===== config.mk =====
export PLATFORM = sky130hd
export DESIGN_NAME = prog_mem_loader
export DESIGN_NICKNAME = d
export VERILOG_FILES = /design/src/rtl/prog_mem_loader.sv
export SDC_FILE = /design/constraint.sdc
export NUM_CORES = 1
export LEC_CHECK = 0
export BUFFER_PORTS_ARGS = -buffer_cell sky130_fd_sc_hd__buf_4
export CORE_ASPECT_RATIO = 0.7
export CORE_MARGIN = 8
export CORE_UTILIZATION = 47
export DETAILED_ROUTE_END_ITERATION = 8
export PLACE_DENSITY = 0.7
export SLEW_MARGIN = 20
export SYNTH_ARGS = -nofsm -noshare
export SYNTH_HDL_FRONTEND = slang
export SYNTH_SLANG_ARGS = --single-unit

===== constraint.sdc =====
create_clock -name clk -period 4.35 [get_ports clk]
set_input_delay 0.435 -clock clk [delete_from_list [all_inputs] [get_ports clk]]
set_output_delay 0.435 -clock clk [all_outputs]
set_load 0.05 [all_outputs]

===== src/rtl/prog_mem_loader.sv =====
// Two-wire serial programming loader: writes 12-bit words into program memory and holds the core meanwhile.
// Define LOADER_READBACK_EN to build the READ_DATA command and the serial readback (sdo) path.
`ifndef INST_WIDTH
`define INST_WIDTH 12
`endif
`ifndef PC_WIDTH
`define PC_WIDTH 9
`endif

module prog_mem_loader #(
    parameter int SYNC_STAGES = 2
) (
    input  logic                   clk,
    input  logic                   rst,
    input  logic                   progEnIn,
    input  logic                   sclkIn,
    input  logic                   sdataIn,
    input  logic [`INST_WIDTH-1:0] memRdDataIn,
    output logic [`PC_WIDTH-1:0]   memAddrOut,
    output logic [`INST_WIDTH-1:0] memWrDataOut,
    output logic                   memWrEnOut,
    output logic                   coreHoldOut,
    output logic                   sdoOut,
    output logic                   sdoOeOut
);

    localparam int IW = `INST_WIDTH;
    localparam int PW = `PC_WIDTH;
    localparam logic [PW-1:0] ADDR_ZERO = {PW{1'b0}};
    localparam logic [PW-1:0] ADDR_ONE  = {{(PW-1){1'b0}}, 1'b1};

    localparam logic [5:0] CMD_LOAD     = 6'h02;
    localparam logic [5:0] CMD_READ     = 6'h04;
    localparam logic [5:0] CMD_INC      = 6'h06;
    localparam logic [5:0] CMD_BEGIN    = 6'h08;
    localparam logic [5:0] CMD_RST_ADDR = 6'h16;

    typedef enum logic [2:0] {
        ST_IDLE  = 3'd0,
        ST_CMD   = 3'd1,
        ST_LOAD  = 3'd2,
        ST_WRITE = 3'd3
`ifdef LOADER_READBACK_EN
        , ST_READ = 3'd4
`endif
    } state_t;

    logic [SYNC_STAGES-1:0] pen_sync_r;
    logic [SYNC_STAGES-1:0] sclk_sync_r;
    logic [SYNC_STAGES-1:0] sdata_sync_r;
    logic                   sclk_prev_r;
    logic                   pen_s;
    logic                   sclk_s;
    logic                   sdata_s;
    logic                   rise_s;

    state_t          state_r;
    logic [3:0]      bit_cnt_r;
    logic [4:0]      cmd_sr_r;
    logic [5:0]      cmd_next_s;
    logic [IW-1:0]   load_sr_r;
    logic [IW-1:0]   data_r;
    logic [PW-1:0]   addr_r;
    logic            wr_en_r;

    assign pen_s      = pen_sync_r[SYNC_STAGES-1];
    assign sclk_s     = sclk_sync_r[SYNC_STAGES-1];
    assign sdata_s    = sdata_sync_r[SYNC_STAGES-1];
    assign rise_s     = sclk_s & ~sclk_prev_r;
    assign cmd_next_s = {sdata_s, cmd_sr_r};

    // Synchronize the host pins and keep the previous sclk for rise detection.
    always_ff @(posedge clk) begin
        if (rst) begin
            pen_sync_r   <= {SYNC_STAGES{1'b0}};
            sclk_sync_r  <= {SYNC_STAGES{1'b0}};
            sdata_sync_r <= {SYNC_STAGES{1'b0}};
            sclk_prev_r  <= 1'b0;
        end else begin
            pen_sync_r   <= {pen_sync_r[SYNC_STAGES-2:0], progEnIn};
            sclk_sync_r  <= {sclk_sync_r[SYNC_STAGES-2:0], sclkIn};
            sdata_sync_r <= {sdata_sync_r[SYNC_STAGES-2:0], sdataIn};
            sclk_prev_r  <= sclk_s;
        end
    end

`ifdef LOADER_READBACK_EN
    logic [IW:0] rd_sr_r;
    logic        sdo_r;
    logic        sdo_oe_r;
    assign sdoOut   = sdo_r;
    assign sdoOeOut = sdo_oe_r;
`else
    logic unused_rd_s;
    assign unused_rd_s = ^memRdDataIn;
    assign sdoOut      = 1'b0;
    assign sdoOeOut    = 1'b0;
`endif

    // Protocol FSM; a low progEn aborts any frame and drops a pending write.
    always_ff @(posedge clk) begin
        if (rst) begin
            state_r   <= ST_IDLE;
            bit_cnt_r <= 4'd0;
            cmd_sr_r  <= 5'd0;
            load_sr_r <= {IW{1'b0}};
            data_r    <= {IW{1'b0}};
            addr_r    <= ADDR_ZERO;
            wr_en_r   <= 1'b0;
`ifdef LOADER_READBACK_EN
            rd_sr_r   <= {(IW+1){1'b0}};
            sdo_r     <= 1'b0;
            sdo_oe_r  <= 1'b0;
`endif
        end else if (!pen_s) begin
            state_r   <= ST_IDLE;
            bit_cnt_r <= 4'd0;
            cmd_sr_r  <= 5'd0;
            load_sr_r <= {IW{1'b0}};
            addr_r    <= ADDR_ZERO;
            wr_en_r   <= 1'b0;
`ifdef LOADER_READBACK_EN
            rd_sr_r   <= {(IW+1){1'b0}};
            sdo_r     <= 1'b0;
            sdo_oe_r  <= 1'b0;
`endif
        end else begin
            wr_en_r <= 1'b0;
            case (state_r)
                ST_IDLE: begin
                    state_r   <= ST_CMD;
                    bit_cnt_r <= 4'd0;
                end
                ST_CMD: begin
                    if (rise_s) begin
                        if (bit_cnt_r == 4'd5) begin
                            bit_cnt_r <= 4'd0;
                            cmd_sr_r  <= 5'd0;
                            case (cmd_next_s)
                                CMD_LOAD:     state_r <= ST_LOAD;
`ifdef LOADER_READBACK_EN
                                // Word is captured now; bit0 (a zero) is presented right away.
                                CMD_READ: begin
                                    state_r  <= ST_READ;
                                    rd_sr_r  <= {1'b0, memRdDataIn};
                                    sdo_r    <= 1'b0;
                                    sdo_oe_r <= 1'b1;
                                end
`endif
                                CMD_INC:      addr_r  <= addr_r + ADDR_ONE;
                                CMD_BEGIN:    state_r <= ST_WRITE;
                                CMD_RST_ADDR: addr_r  <= ADDR_ZERO;
                                default:      state_r <= ST_CMD;
                            endcase
                        end else begin
                            bit_cnt_r <= bit_cnt_r + 4'd1;
                            cmd_sr_r  <= cmd_next_s[5:1];
                        end
                    end
                end
                ST_LOAD: begin
                    if (rise_s) begin
                        if (bit_cnt_r == 4'd13) begin
                            data_r    <= load_sr_r;
                            load_sr_r <= {IW{1'b0}};
                            bit_cnt_r <= 4'd0;
                            state_r   <= ST_CMD;
                        end else begin
                            if (bit_cnt_r != 4'd0) begin
                                load_sr_r <= {sdata_s, load_sr_r[IW-1:1]};
                            end
                            bit_cnt_r <= bit_cnt_r + 4'd1;
                        end
                    end
                end
                ST_WRITE: begin
                    wr_en_r <= 1'b1;
                    state_r <= ST_CMD;
                end
`ifdef LOADER_READBACK_EN
                ST_READ: begin
                    if (rise_s) begin
                        if (bit_cnt_r == 4'd13) begin
                            sdo_r     <= 1'b0;
                            sdo_oe_r  <= 1'b0;
                            bit_cnt_r <= 4'd0;
                            state_r   <= ST_CMD;
                        end else begin
                            sdo_r     <= rd_sr_r[0];
                            rd_sr_r   <= {1'b0, rd_sr_r[IW:1]};
                            bit_cnt_r <= bit_cnt_r + 4'd1;
                        end
                    end
                end
`endif
                default: state_r <= ST_IDLE;
            endcase
        end
    end

    assign memAddrOut   = addr_r;
    assign memWrDataOut = data_r;
    assign memWrEnOut   = wr_en_r;
    assign coreHoldOut  = pen_s;

endmodule


== Yosys cells after proc, flatten, opt, wreduce, memory -nomap -nowiden ==
Index checks and enable logic that the tools add are counted.

* Flip-flop bits (word level): 53

* Add/sub/neg operators: 2
* Eq/ne operators: 14
* Muxes and demuxes: 16
* Bitwise operators: 3
* Reductions and logical operators: 14

{| class="wikitable"
|+ Operator list
! cell !! count
|-
| 2-to-1 mux 12 bit || 2
|-
| one-hot mux 3 bit (3 select lines) || 2
|-
| one-hot mux 9 bit (2 select lines) || 1
|-
| 2-to-1 mux 4 bit || 4
|-
| 2-to-1 mux 3 bit || 4
|-
| one-hot mux 4 bit (3 select lines) || 1
|-
| inequality test 2 bit, second input constant || 5
|-
| adder 9 x 1 -> 9 bit, second input constant || 1
|-
| AND reduction 4 bit || 2
|-
| equality test 3 x 2 -> 1 bit, second input constant || 2
|-
| equality test 6 x 2 -> 1 bit, second input constant || 1
|-
| equality test 6 x 3 -> 1 bit, second input constant || 1
|-
| equality test 6 x 4 -> 1 bit, second input constant || 1
|-
| equality test 6 x 5 -> 1 bit, second input constant || 1
|-
| AND reduction 3 bit || 2
|-
| OR reduction 2 bit || 3
|-
| 2-to-1 mux 5 bit || 1
|-
| AND reduction 5 bit || 1
|-
| adder 4 x 1 -> 4 bit, second input constant || 1
|-
| equality test 4 x 3 -> 1 bit, second input constant || 1
|-
| equality test 4 bit, second input constant || 1
|-
| nonzero test 2 bit || 2
|-
| nonzero test 4 bit || 1
|-
| equality test 3 x 1 -> 1 bit, second input constant || 1
|-
| other kinds (6) || 7
|}

== Logic depth before layout (Yosys ltp) ==
Gate-level depths: netlist (run 1).

* Depth in word-level cells: 6
* Mapped depth: 7
* Depth with buffers taken out: 6

== Worst setup path after synthesis (run 1) ==
Ideal clock, no wire load.

* Kind: register to register
* Start point: reg addr_r[1], in the netlist memAddrOut[1]
* End point: reg addr_r[8], in the netlist memAddrOut[8]
* Setup time: 71 ps
* Data arrival time: 1,771 ps
* Required time: 4,279 ps
* Slack: 2,508 ps
* Cell stages (with the launch flop): 5
* Path buffers: 0
* Cell sequence: dfxtp_1 ha_1 nand2_1 or4_1 a21oi_1

* Longest elaborated chain between the ends: 2

{| class="wikitable"
|+ Ends and longest elaborated chain
! element !! line !! source
|-
| start, declared || 63 || <nowiki>logic [PW-1:0] addr_r;</nowiki>
|-
| start signal, assigned || 150 || <nowiki>CMD_INC: addr_r <= addr_r + ADDR_ONE;</nowiki>
|-
| adder 9 x 1 -> 9 bit || 150 ||
|-
| one-hot mux 9 bit (2 select lines) || 139 || <nowiki>case (cmd_next_s)</nowiki>
|}

Every way passes these cells.
A chain may end at the register's enable or synchronous reset.

== Final worst setup path (run 1) ==
* Start point: reg bit_cnt_r[0]
* End point: reg data_r[0], in the netlist memWrDataOut[0]

* Longest elaborated chain between the ends: 2

{| class="wikitable"
|+ Ends and longest elaborated chain
! element !! line !! source
|-
| start, declared || 58 || <nowiki>logic [3:0] bit_cnt_r;</nowiki>
|-
| start signal, assigned || 156 || <nowiki>bit_cnt_r <= bit_cnt_r + 4'd1;</nowiki>
|-
| start signal, assigned || 172 || <nowiki>bit_cnt_r <= bit_cnt_r + 4'd1;</nowiki>
|-
| equality test 4 bit || 163 || <nowiki>if (bit_cnt_r == 4'd13) begin</nowiki>
|-
| AND reduction 4 bit (no line) || - ||
|-
| end signal, assigned || 107 || <nowiki>data_r <= {IW{1'b0}};</nowiki>
|-
| end signal, assigned || 164 || <nowiki>data_r <= load_sr_r;</nowiki>
|-
| end, declared || 62 || <nowiki>logic [IW-1:0] data_r;</nowiki>
|}

Every way passes these cells.

==> key figures, run 1 <==
Power
  • Sw frac: 23.9%
  • Net Sw Power: between 0.15 and 0.2 mW
  • Worst vdd ir: 0.195 mV
  • Clock power share: 36.5%
  • Gate power share: 2.8%
  • Part of the power in registers: 60.7%
  • Pwr dens: 303 nW/µm²
  • Pint: 0.603 mW
  • Leak: 0.907 nW

Timing
  • Final Slew Violations: 0
  • Setup TNS: 0 ps
  • Part of the cycle the worst path needs: 57.2%
  • Min cycle time layout: 2490 ps
  • RSZ-0062 raised after global routing: no
  • Slew margin rel.: a little under a third
  • Maximum clock rate: 402 MHz
  • Setup Viol. Count Final: 0
  • Clock skew: 12.5 ps
  • Slew @ Worst Pin: 1010 ps
  • Final Hold Viols: 0

Global route
  • GRT met3 Usage: around 4.1%
  • GRT Util Overall: roughly an eighth
  • Met2 usage: ~19%
  • Initial antenna violation count: 0
  • Pin count of the biggest net entering global routing: 29
  • Grt ovf: 0
  • First-pass GRT wire length: 7690 µm
  • Vias in the first global route: 1697
  • Most used routing layer: met2
  • Met1 usage: between 15 and 20%

Floorplan
  • Die span in x: 99.6 µm
  • Cell Rows: 21
  • Io pins: 42
  • Initial Util: about half
  • Vert. Die Dim: 74.5 µm
  • Core footprint: about 4800 µm²
  • Die area: 7420 µm²

Setup path
  • WP buf/inv: 0
  • Setup Crit Path Kind: reg2reg
  • Crit path max fanout: 14
  • Worst setup SP type: flop
  • Delay-heaviest family, CP: simple AND/OR/NAND/NOR gates
  • CP arrival: 2690 ps
  • WP data required: 4560 ps
  • Worst setup EP type: flop
  • CP cell instances: ha_1, nand3_1, nor4_4, mux2i_1, nor2_1
  • FF-to-FF path depth: 5
  • Slowest-stage cell, CP: nor4_4
  • Crit path largest cell delay: about 940 ps
  • R2R setup slack: ~1900 ps
  • Critical Path Stages: 5

Clock tree
  • Worst-case clock buffer depth: 2
  • Clock Pin Slew Worst Setup and Hold Paths: 90 ps
  • CTS Buf Count: 5
  • CTS tree: done
  • CTS resizes: 0
  • Setup bufs post-CTS: 0
  • Hold Buf Count CTS: 0
  • Clk root buf: clkbuf_8
  • Worst-Skew Late Latency: approximately 320 ps
  • H-tree depth: 2
  • Clock sinks: 52

Cells and area
  • Utilization after layout: 55.0%
  • Commonest non-fill, non-tap cell in the layout: dfxtp_1
  • # fillers: 442
  • ANT cells: 0
  • Final net count: about 300
  • Most frequent cells in the layout: dfxtp_1, buf_4, nor2_1
  • Cell area after layout: about 2600 µm²
  • Layout area overhead: 13.8%
  • Share of layout cells above drive strength 1: approximately 16%

Routing
  • Vias: 1823
  • 1st-iter DRT viols: 110
  • Vias per inst: 5.35
  • Routed wire length: ~4600 µm
  • Drt wl/cell: 13.5 µm
  • Antenna violation net count after detailed routing: 0
  • Residual DRC: 0
  • Drt first pass iters: 4

Flow run
  • Max-cap violations: 0

Placed design
  • # port buffers: 27
  • Final GP Congestion: 0.810
  • Hpwl dp: 3150 µm
  • Placed cell areas: 2520 µm²

Synth
  • Yosys cell types: 44
  • Post-Syn Instances: around 250
  • Syn_area_per_cell: 9.16 µm²
  • Post-Syn Area: 2300 µm²
  • FF+latch count, synth: 52
  • Synth warn: 0
  • Sequential area share after synthesis: 45.3%

Run status
  • Status: completed

Hold path
  • Hold crit path type: in2reg
  • Worst hold stages: 2
==> kinds of logic after synthesis <==
group                    Yosys count  share of synthesized area [%]
buffers and inverters             24                           4.73
other                              1                          0.163
AND/OR/NAND/NOR                   96                           23.5
XOR/XNOR                           4                           1.52
adder cells (fa/ha/maj)            9                           4.90
multiplexers                      14                           6.09
flip-flops                        52                           45.3
AO/OA/AOI/OAI                     51                           13.8
==> final cells by class <==
type | instances | area (µm²) | share of cell area [%]
Clock buffer | 5 | 68.8 | 2.63
Clock inverter | 3 | 25.0 | 0.956
Inverter | 8 | 30.0 | 1.15
Multi-Input combinational cell | 176 | 1160 | 44.2
Sequential cell | 52 | 1040 | 39.8
Tap cell | 69 | 86.3 | 3.30
Timing Repair Buffer | 28 | 210 | 8.03
==> synth_stat cells, drive strengths merged <==
cell type,count,area share [%]
dfxtp,52,45
nor2,26,4.2
nor4b,1,1.0
or4,1,0.33
clkbuf,10,1.7
a41oi,2,0.76
ha,9,4.9
a211oi,4,1.3
or2,2,0.54
nand2b,2,0.54
or3b,2,0.76
a22oi,5,1.6
mux2i,14,6.1
o21ai,8,1.7
xor2,1,0.38
nor4,2,1.2
a2111o,1,0.49
a31oi,3,0.82
nor2b,7,1.9
and2,2,0.54
a211o,1,0.38
a21o,1,0.33
conb,1,0.16
or3,5,1.4
buf,6,1.7
and3,1,0.27
inv,8,1.3
a21oi,23,5.2
nor4bb,1,0.44
and3b,2,0.76
nand3b,3,0.98
nand4,5,1.9
a311o,1,0.44
xnor2,3,1.1
nand2,16,2.6
a221oi,1,0.38
and4,1,0.38
o31a,1,0.38
nand3,17,3.7
==> through the flow <==
stage / std cells / hold slack (ps) / power [mW] / setup slack [ps]
6_report: 341 / 329 / 0.792 / 1860
2_1_floorplan: 252 / 414 / 0.510 / 2510
5_1_grt: 341 / 334 / 0.821 / 1620
4_1_cts: 341 / 325 / 0.802 / 1850
3_3_place_gp: 333 / 416 / 0.514 / 1870
3_5_place_dp: 333 / 433 / 0.514 / 1860
==> state kept, by name (all words and copies together), names as in the netlist, 4 cells and up <==
signal,cells
bit_cnt_r,4
memWrDataOut,12
load_sr_r,12
memAddrOut,9
cmd_sr_r,5
==> worst register-to-register path, cell delays in order (launching register included) <==
cell and delay, ps:
dfxtp_1 420, ha_1 250, nand3_1 460, nor4_4 940, mux2i_1 270, nor2_1 50
==> path summary, 6_finish.rpt <==
| kind | startpoint | endpoint |
|---|---|---|
| max | bit_cnt_r[0] | memWrDataOut[0] |
| min | progEnIn | pen_sync_r[0] |
| max reg2reg | bit_cnt_r[0] | memWrDataOut[0] |
| min reg2reg | pen_sync_r[0] | pen_sync_r[1] |
==> power by group through the flow <==
stage,Clock (mW),Sequential (mW),Combinational [mW]
2_1_floorplan,0,0.493,0.0169
3_3_place_gp,0,0.492,0.0217
3_5_place_dp,0,0.492,0.0220
4_1_cts,0.299,0.481,0.0221
5_1_grt,0.315,0.482,0.0241
6_report,0.289,0.481,0.0221
==> per-layer routing <==
layer / vias up / routed length (µm)
li1: 919 / -
met1: 858 / 2380
met2: 39 / 1920
met3: 7 / 251
met4: 0 / 54
met5: - / 0
(Power assumes the default switching activity.)
==> run 2, diff against run 1 <==
==> constraint.sdc (replaced) <==
create_clock -name clk -period 2.54 [get_ports clk]
set_input_delay 0.254 -clock clk [delete_from_list [all_inputs] [get_ports clk]]
set_output_delay 0.254 -clock clk [all_outputs]
set_load 0.05 [all_outputs]
==> run 2 against run 1 <==
  * Sequential share of layout area fell by 0.73 points
  * Critical path depth unchanged
  * Via count is 1.0% lower
==> key figures, run 2 (same netlist as run 1, synthesis figures left out) <==
Run status
  • Status: completed

Power
  • Pwr dens: 540 nW/µm² (+79%)
  • Worst vdd ir: 0.254 mV (+30%)
  • Pint: 1.13 mW (+87%)
  • Sw frac: 21.5% (-2.4 points)
  • Part of the power in registers: 57.2% (-3.5 points)
  • Leak: 0.941 nW (+3.7%)
  • Net Sw Power: 0.310 mW (+64%)
  • Clock power share: 40.2% (+3.7 points)
  • Gate power share: 2.6% (-0.2 points)

Hold path
  • Hold crit path type: in2reg
  • Worst hold start: progEnIn
  • Worst hold stages: 2 (unchanged)
  • Hold Path Sink: pen_sync_r[0]

Floorplan
  • Initial Util: 48.4% (unchanged)
  • Die span in x: 99.6 µm (unchanged)
  • Vert. Die Dim: 74.5 µm (unchanged)
  • Cell Rows: 21 (unchanged)
  • Die area: 7420 µm² (unchanged)
  • Io pins: 42 (unchanged)
  • Core footprint: 4760 µm² (unchanged)

Routing
  • Vias per inst: 5.23 (-2.2%)
  • Routed wire length: 4540 µm (-1.3%)
  • Drt first pass iters: 4 (unchanged)
  • Residual DRC: 0 (unchanged)
  • Vias: 1804 (-1.0%)
  • Drt wl/cell: 13.2 µm (-2.5%)
  • 1st-iter DRT viols: 115 (+4.5%)
  • Antenna violation net count after detailed routing: 0 (unchanged)

Setup path
  • Crit path max fanout: 9 (-5)
  • R2R setup slack: 550 ps (-1310 ps)
  • Worst setup SP type: flop
  • Crit path largest cell delay: 450 ps (-490 ps)
  • R2r startpoint: state_r[0]
  • CP cell instances: ha_1, nor4bb_1, nand4_2, or4_1, a21oi_1
  • WP data required: 2780 ps (-1780 ps)
  • Setup Crit Path Kind: reg2reg
  • FF-to-FF path depth: 5 (unchanged)
  • Slowest-stage cell, CP: or4_1
  • Worst setup EP type: flop
  • CP arrival: 2230 ps (-460 ps)
  • R2r endpoint: memAddrOut[8]

Clock tree
  • Clk root buf: clkbuf_8
  • Setup bufs post-CTS: 0 (unchanged)
  • Worst-case clock buffer depth: 2 (unchanged)
  • Clock sinks: 52 (unchanged)
  • CTS Buf Count: 5 (unchanged)
  • Worst-Skew Late Latency: 300 ps (-20 ps)
  • CTS resizes: 0 (unchanged)
  • Clock Pin Slew Worst Setup and Hold Paths: 100 ps (about the same)
  • CTS tree: done
  • Hold Buf Count CTS: 0 (unchanged)
  • H-tree depth: 2 (unchanged)

Timing
  • Setup TNS: 0 ps (unchanged)
  • Setup Viol. Count Final: 0 (unchanged)
  • Min cycle time layout: 1990 ps (-498 ps)
  • Final Hold Viols: 0 (unchanged)
  • Maximum clock rate: 502 MHz (+25%)
  • Final Slew Violations: 0 (unchanged)
  • RSZ-0062 raised after global routing: no
  • Clock skew: 8.08 ps (-4.42 ps)
  • Part of the cycle the worst path needs: 78.4% (+21 points)

Cells and area
  • ANT cells: 0 (unchanged)
  • Final net count: 301 (+1.3%)
  • Commonest non-fill, non-tap cell in the layout: dfxtp_1
  • Share of layout cells above drive strength 1: 17.0% (+0.85 points)
  • Layout area overhead: 15.9%
  • Utilization after layout: 56.1% (+1.0 points)
  • Most frequent cells in the layout: dfxtp_1, buf_4, nor2_1

Global route
  • Pin count of the biggest net entering global routing: 22 (-24%)
  • GRT Util Overall: 13.0% (+0.20 points)
  • First-pass GRT wire length: 7830 µm (+1.9%)
  • Vias in the first global route: 1673 (-1.4%)
  • Initial antenna violation count: 0 (unchanged)
  • Grt ovf: 0 (unchanged)

Flow run
  • Max-cap violations: 0 (unchanged)

Placed design
  • # port buffers: 27 (unchanged)
  • Final GP Congestion: 0.826 (+2.1%)
  • Hpwl dp: 3180 µm (+0.94%)
-- run 2: routing by layer --
metal  track usage (%)  routed length (µm)  up-vias
met2              18.8                1810       42
met4              3.01                  34        0
met5                 0                   0        -
li1                  -                   -      931
met1              18.3                2430      826
met3              4.02                 268        5
-- run 2: worst max path at each step --
stage / startpoint / end / cells after the start
finish: state_r[0] / memAddrOut[8] / 5
global placement: state_r[1] / memAddrOut[8] / 6
CTS: state_r[1] / memAddrOut[8] / 6
detailed placement: state_r[1] / memAddrOut[8] / 6
floorplan: memAddrOut[1] / memAddrOut[8] / 4
global route: state_r[0] / memAddrOut[2] / 5
-- run 2: power by group through the flow --
stage | Clock [mW] | Sequential (mW) | Combinational, mW
2_1_floorplan | 0 | 0.844 | 0.0289
3_3_place_gp | 0 | 0.843 | 0.0374
3_5_place_dp | 0 | 0.843 | 0.0379
4_1_cts | 0.590 | 0.824 | 0.0380
5_1_grt | 0.624 | 0.825 | 0.0417
6_report | 0.579 | 0.824 | 0.0378
-- run 2: per-stage QoR --
| step | instances | power [mW] | setup slack (ps) | cell area (µm²) | hold WS, ps |
|---|---|---|---|---|---|
| 2_1_floorplan | 252 | 0.873 | 698 | 2300 | 382 |
| 3_3_place_gp | 337 | 0.880 | 600 | 2550 | 416 |
| 4_1_cts | 345 | 1.45 | 563 | 2670 | 150 |
| 3_5_place_dp | 337 | 0.881 | 598 | 2550 | 420 |
| 5_1_grt | 345 | 1.49 | 359 | 2670 | 161 |
| 6_report | 345 | 1.44 | 549 | 2670 | 152 |
-- run 2: cell type report --
| cell class | instances | area [µm²] |
|---|---|---|
| clock buffers | 5 | 68.8 |
| clock inverters | 3 | 46.3 |
| fillers | 428 | 2090 |
| inverters | 8 | 30.0 |
| multi-input cells | 176 | 1150 |
| flip-flops and latches | 52 | 1040 |
| well taps | 69 | 86.3 |
| repair buffers | 32 | 240 |
-- run 2: critical path: cells and delay by family, from the launching register on --
kind	cells	cell delay, ps
adders and majority gates	1	360
AOI/OAI and AO/OA	1	140
and+or+nand+nor	3	1020
DFF	1	420
==> run 3, diff against run 2 <==
--- a/config.mk
+++ b/config.mk
@@ -10,7 +10,7 @@
 export CORE_MARGIN = 8
 export CORE_UTILIZATION = 47
 export DETAILED_ROUTE_END_ITERATION = 8
-export PLACE_DENSITY = 0.7
+export PLACE_DENSITY = 0.73
 export SLEW_MARGIN = 20
 export SYNTH_ARGS = -nofsm -noshare
 export SYNTH_HDL_FRONTEND = slang
==> constraint.sdc (replaced) <==
create_clock -name clk -period 1.7 [get_ports clk]
set_input_delay 0.17 -clock clk [delete_from_list [all_inputs] [get_ports clk]]
set_output_delay 0.17 -clock clk [all_outputs]
set_load 0.05 [all_outputs]
==> run 3 against run 2 <==
  * Worst setup slack got worse by 510 ps
  * Wire length grew 14%
  * Global-route usage is 1.4 points higher
  * Clock skew fell by 2.2 ps
  * Die area did not move
  * Count of clock-buffer cells in the layout increased by 1
  * Hold slack lost 91 ps
  * Critical path type unchanged
  * Largest cell class unchanged
  * Largest power group unchanged
==> key figures, run 3 (same netlist as run 1, synthesis figures left out) <==
Run status
  • Status: completed

Power
  • Part of the power in registers: 56.8% (-0.4 points)
  • Pint: 1.70 mW (+50%)
  • Net Sw Power: 0.471 mW (+52%)
  • Pwr Total: 2.17 mW (+50%)
  • Pwr dens: 741 nW/µm² (+37%)
  • Clock power share: 40.1% (about the same)
  • Gate power share: 3.1% (+0.5 points)
  • Worst vdd ir: 0.432 mV (+70%)
  • Leak: 1.07 nW (+13%)
  • Sw frac: 21.7% (+0.23 points)

Cells and area
  • ANT cells: 0 (unchanged)
  • Share of layout cells above drive strength 1: 29.1% (+12 points)
  • Utilization after layout: 61.5% (+5.4 points)
  • Layout area overhead: 27.2%
  • Most frequent cells in the layout: buf_4, dfxtp_1, nor2_1
  • Final net count: 321 (+6.6%)
  • Commonest non-fill, non-tap cell in the layout: buf_4
  • Cell area after layout: 2930 µm² (+9.7%)

Global route
  • Pin count of the biggest net entering global routing: 22 (unchanged)
  • GRT Util Overall: 14.4% (+1.4 points)
  • Initial antenna violation count: 0 (unchanged)
  • Vias in the first global route: 1883 (+13%)
  • Grt ovf: 0 (unchanged)
  • First-pass GRT wire length: 8470 µm (+8.2%)

Routing
  • Residual DRC: 0 (unchanged)
  • Met1 WL: 2520 µm (+3.7%)
  • Vias: 1917 (+6.3%)
  • Vias per inst: 5.25 (+0.44%)
  • Drt first pass iters: 4 (unchanged)
  • 1st-iter DRT viols: 106 (-7.8%)
  • Met3 WL post-DR: 259 µm (-3.4%)
  • Antenna violation net count after detailed routing: 0 (unchanged)
  • Drt wl/cell: 14.1 µm (+7.4%)
  • Top routing layer in use: met4
  • Routed wire length: 5160 µm (+14%)
  • Met2 wire length: 2290 µm (+27%)

Timing
  • Min cycle time layout: 1660 ps (-332 ps)
  • Part of the cycle the worst path needs: 97.6% (+19 points)
  • Final Hold Viols: 0 (unchanged)
  • Setup Viol. Count Final: 0 (unchanged)
  • Min setup slack post-route: 40.7 ps (-508 ps)
  • Final Slew Violations: 0 (unchanged)
  • Clock skew: 5.84 ps (-2.24 ps)
  • Worst hold slack: 61.9 ps (-90.5 ps)
  • Maximum clock rate: 603 MHz (+20%)

Placed design
  • Pre-CTS setup slack: -93.4 ps (-691 ps)
  • # port buffers: 27 (unchanged)
  • Placed cell areas: 2700 µm² (+5.7%)
  • Hpwl dp: 3510 µm (+10%)
  • Final GP Congestion: 0.795 (-3.8%)

Floorplan
  • Die area: 7420 µm² (unchanged)
  • Cell Rows: 21 (unchanged)
  • Initial Util: 48.4% (unchanged)
  • Vert. Die Dim: 74.5 µm (unchanged)
  • Core footprint: 4760 µm² (unchanged)
  • Die span in x: 99.6 µm (unchanged)
  • Io pins: 42 (unchanged)

Setup path
  • WP data required: 1910 ps (-870 ps)
  • CP arrival: 1860 ps (-370 ps)
  • R2r startpoint: bit_cnt_r[1]
  • Worst Setup SP: bit_cnt_r[1]
  • Worst setup EP type: flop
  • Setup Crit Path Kind: reg2reg
  • Worst setup SP type: flop
  • Crit path max fanout: 4 (-5)

Clock tree
  • Clk root buf: clkbuf_8
  • Clock Pin Slew Worst Setup and Hold Paths: 90 ps (about the same)
  • Worst-Skew Late Latency: 310 ps (about the same)
  • Clock sinks: 52 (unchanged)
  • CTS Buf Count: 5 (unchanged)
  • Worst-case clock buffer depth: 2 (unchanged)
  • CTS tree: done
  • H-tree depth: 2 (unchanged)

Hold path
  • Worst hold start: progEnIn
  • Hold crit path type: in2reg

Flow run
  • Max-cap violations: 0 (unchanged)
## run 3: path summary, 6_finish.rpt
check | slack, ps | cells past startpoint | endpoint
min reg2reg | 450 | 1 | pen_sync_r[1]
max reg2reg | 40 | 8 | memWrDataOut[9]
max | 40 | 8 | memWrDataOut[9]
min | 60 | 2 | pen_sync_r[0]
## run 3: routing by layer
layer | vias to the layer above | GRT usage, %
li1 | 965 | -
met1 | 894 | 17.3
met2 | 50 | 23.2
met3 | 8 | 4.67
met4 | 0 | 6.34
met5 | - | 0
## run 3: area by class of cell
cell class              count  area [µm²]
repair buffers             52         420
clock buffers               6        72.6
inverters                   8        30.0
multi-input cells         176        1230
clock inverters             2        38.8
well taps                  69        86.3
flip-flops and latches     52        1050
fillers                   400        1830
## run 3: timing repair
action                                  4_1_cts  5_1_grt
cloned                                        0        1
buffers inserted                              0        2
gates resized for setup                       7       13
hold buffers                                  0        0
pin swaps                                     2        2
endpoints found under the setup margin       21       25
## run 3: power by group through the flow
stage               registers [mW]  logic (mW)  clock network (mW)
floorplan                     1.26      0.0431                   0
global placement              1.26      0.0630                   0
detailed placement            1.26      0.0637                   0
CTS                           1.23      0.0657               0.884
global route                  1.23      0.0737               0.932
finish                        1.23      0.0677               0.868
## run 3: worst max-delay path: stages (launching register included)
cell and delay [ps]:
dfxtp_1 320, inv_1 70, ha_2 200, nand3_1 200, nor4_4 180, buf_4 190
buf_4 140, mux2i_1 180, nor2_1 60
## run 3: stage by stage
step                      cells  setup TNS, ps
after global placement      354          -92.7
after CTS                   362          -2.23
after floorplan             252          -33.7
after detailed placement    354           -213
after global routing        365          -82.2
final                       365              0
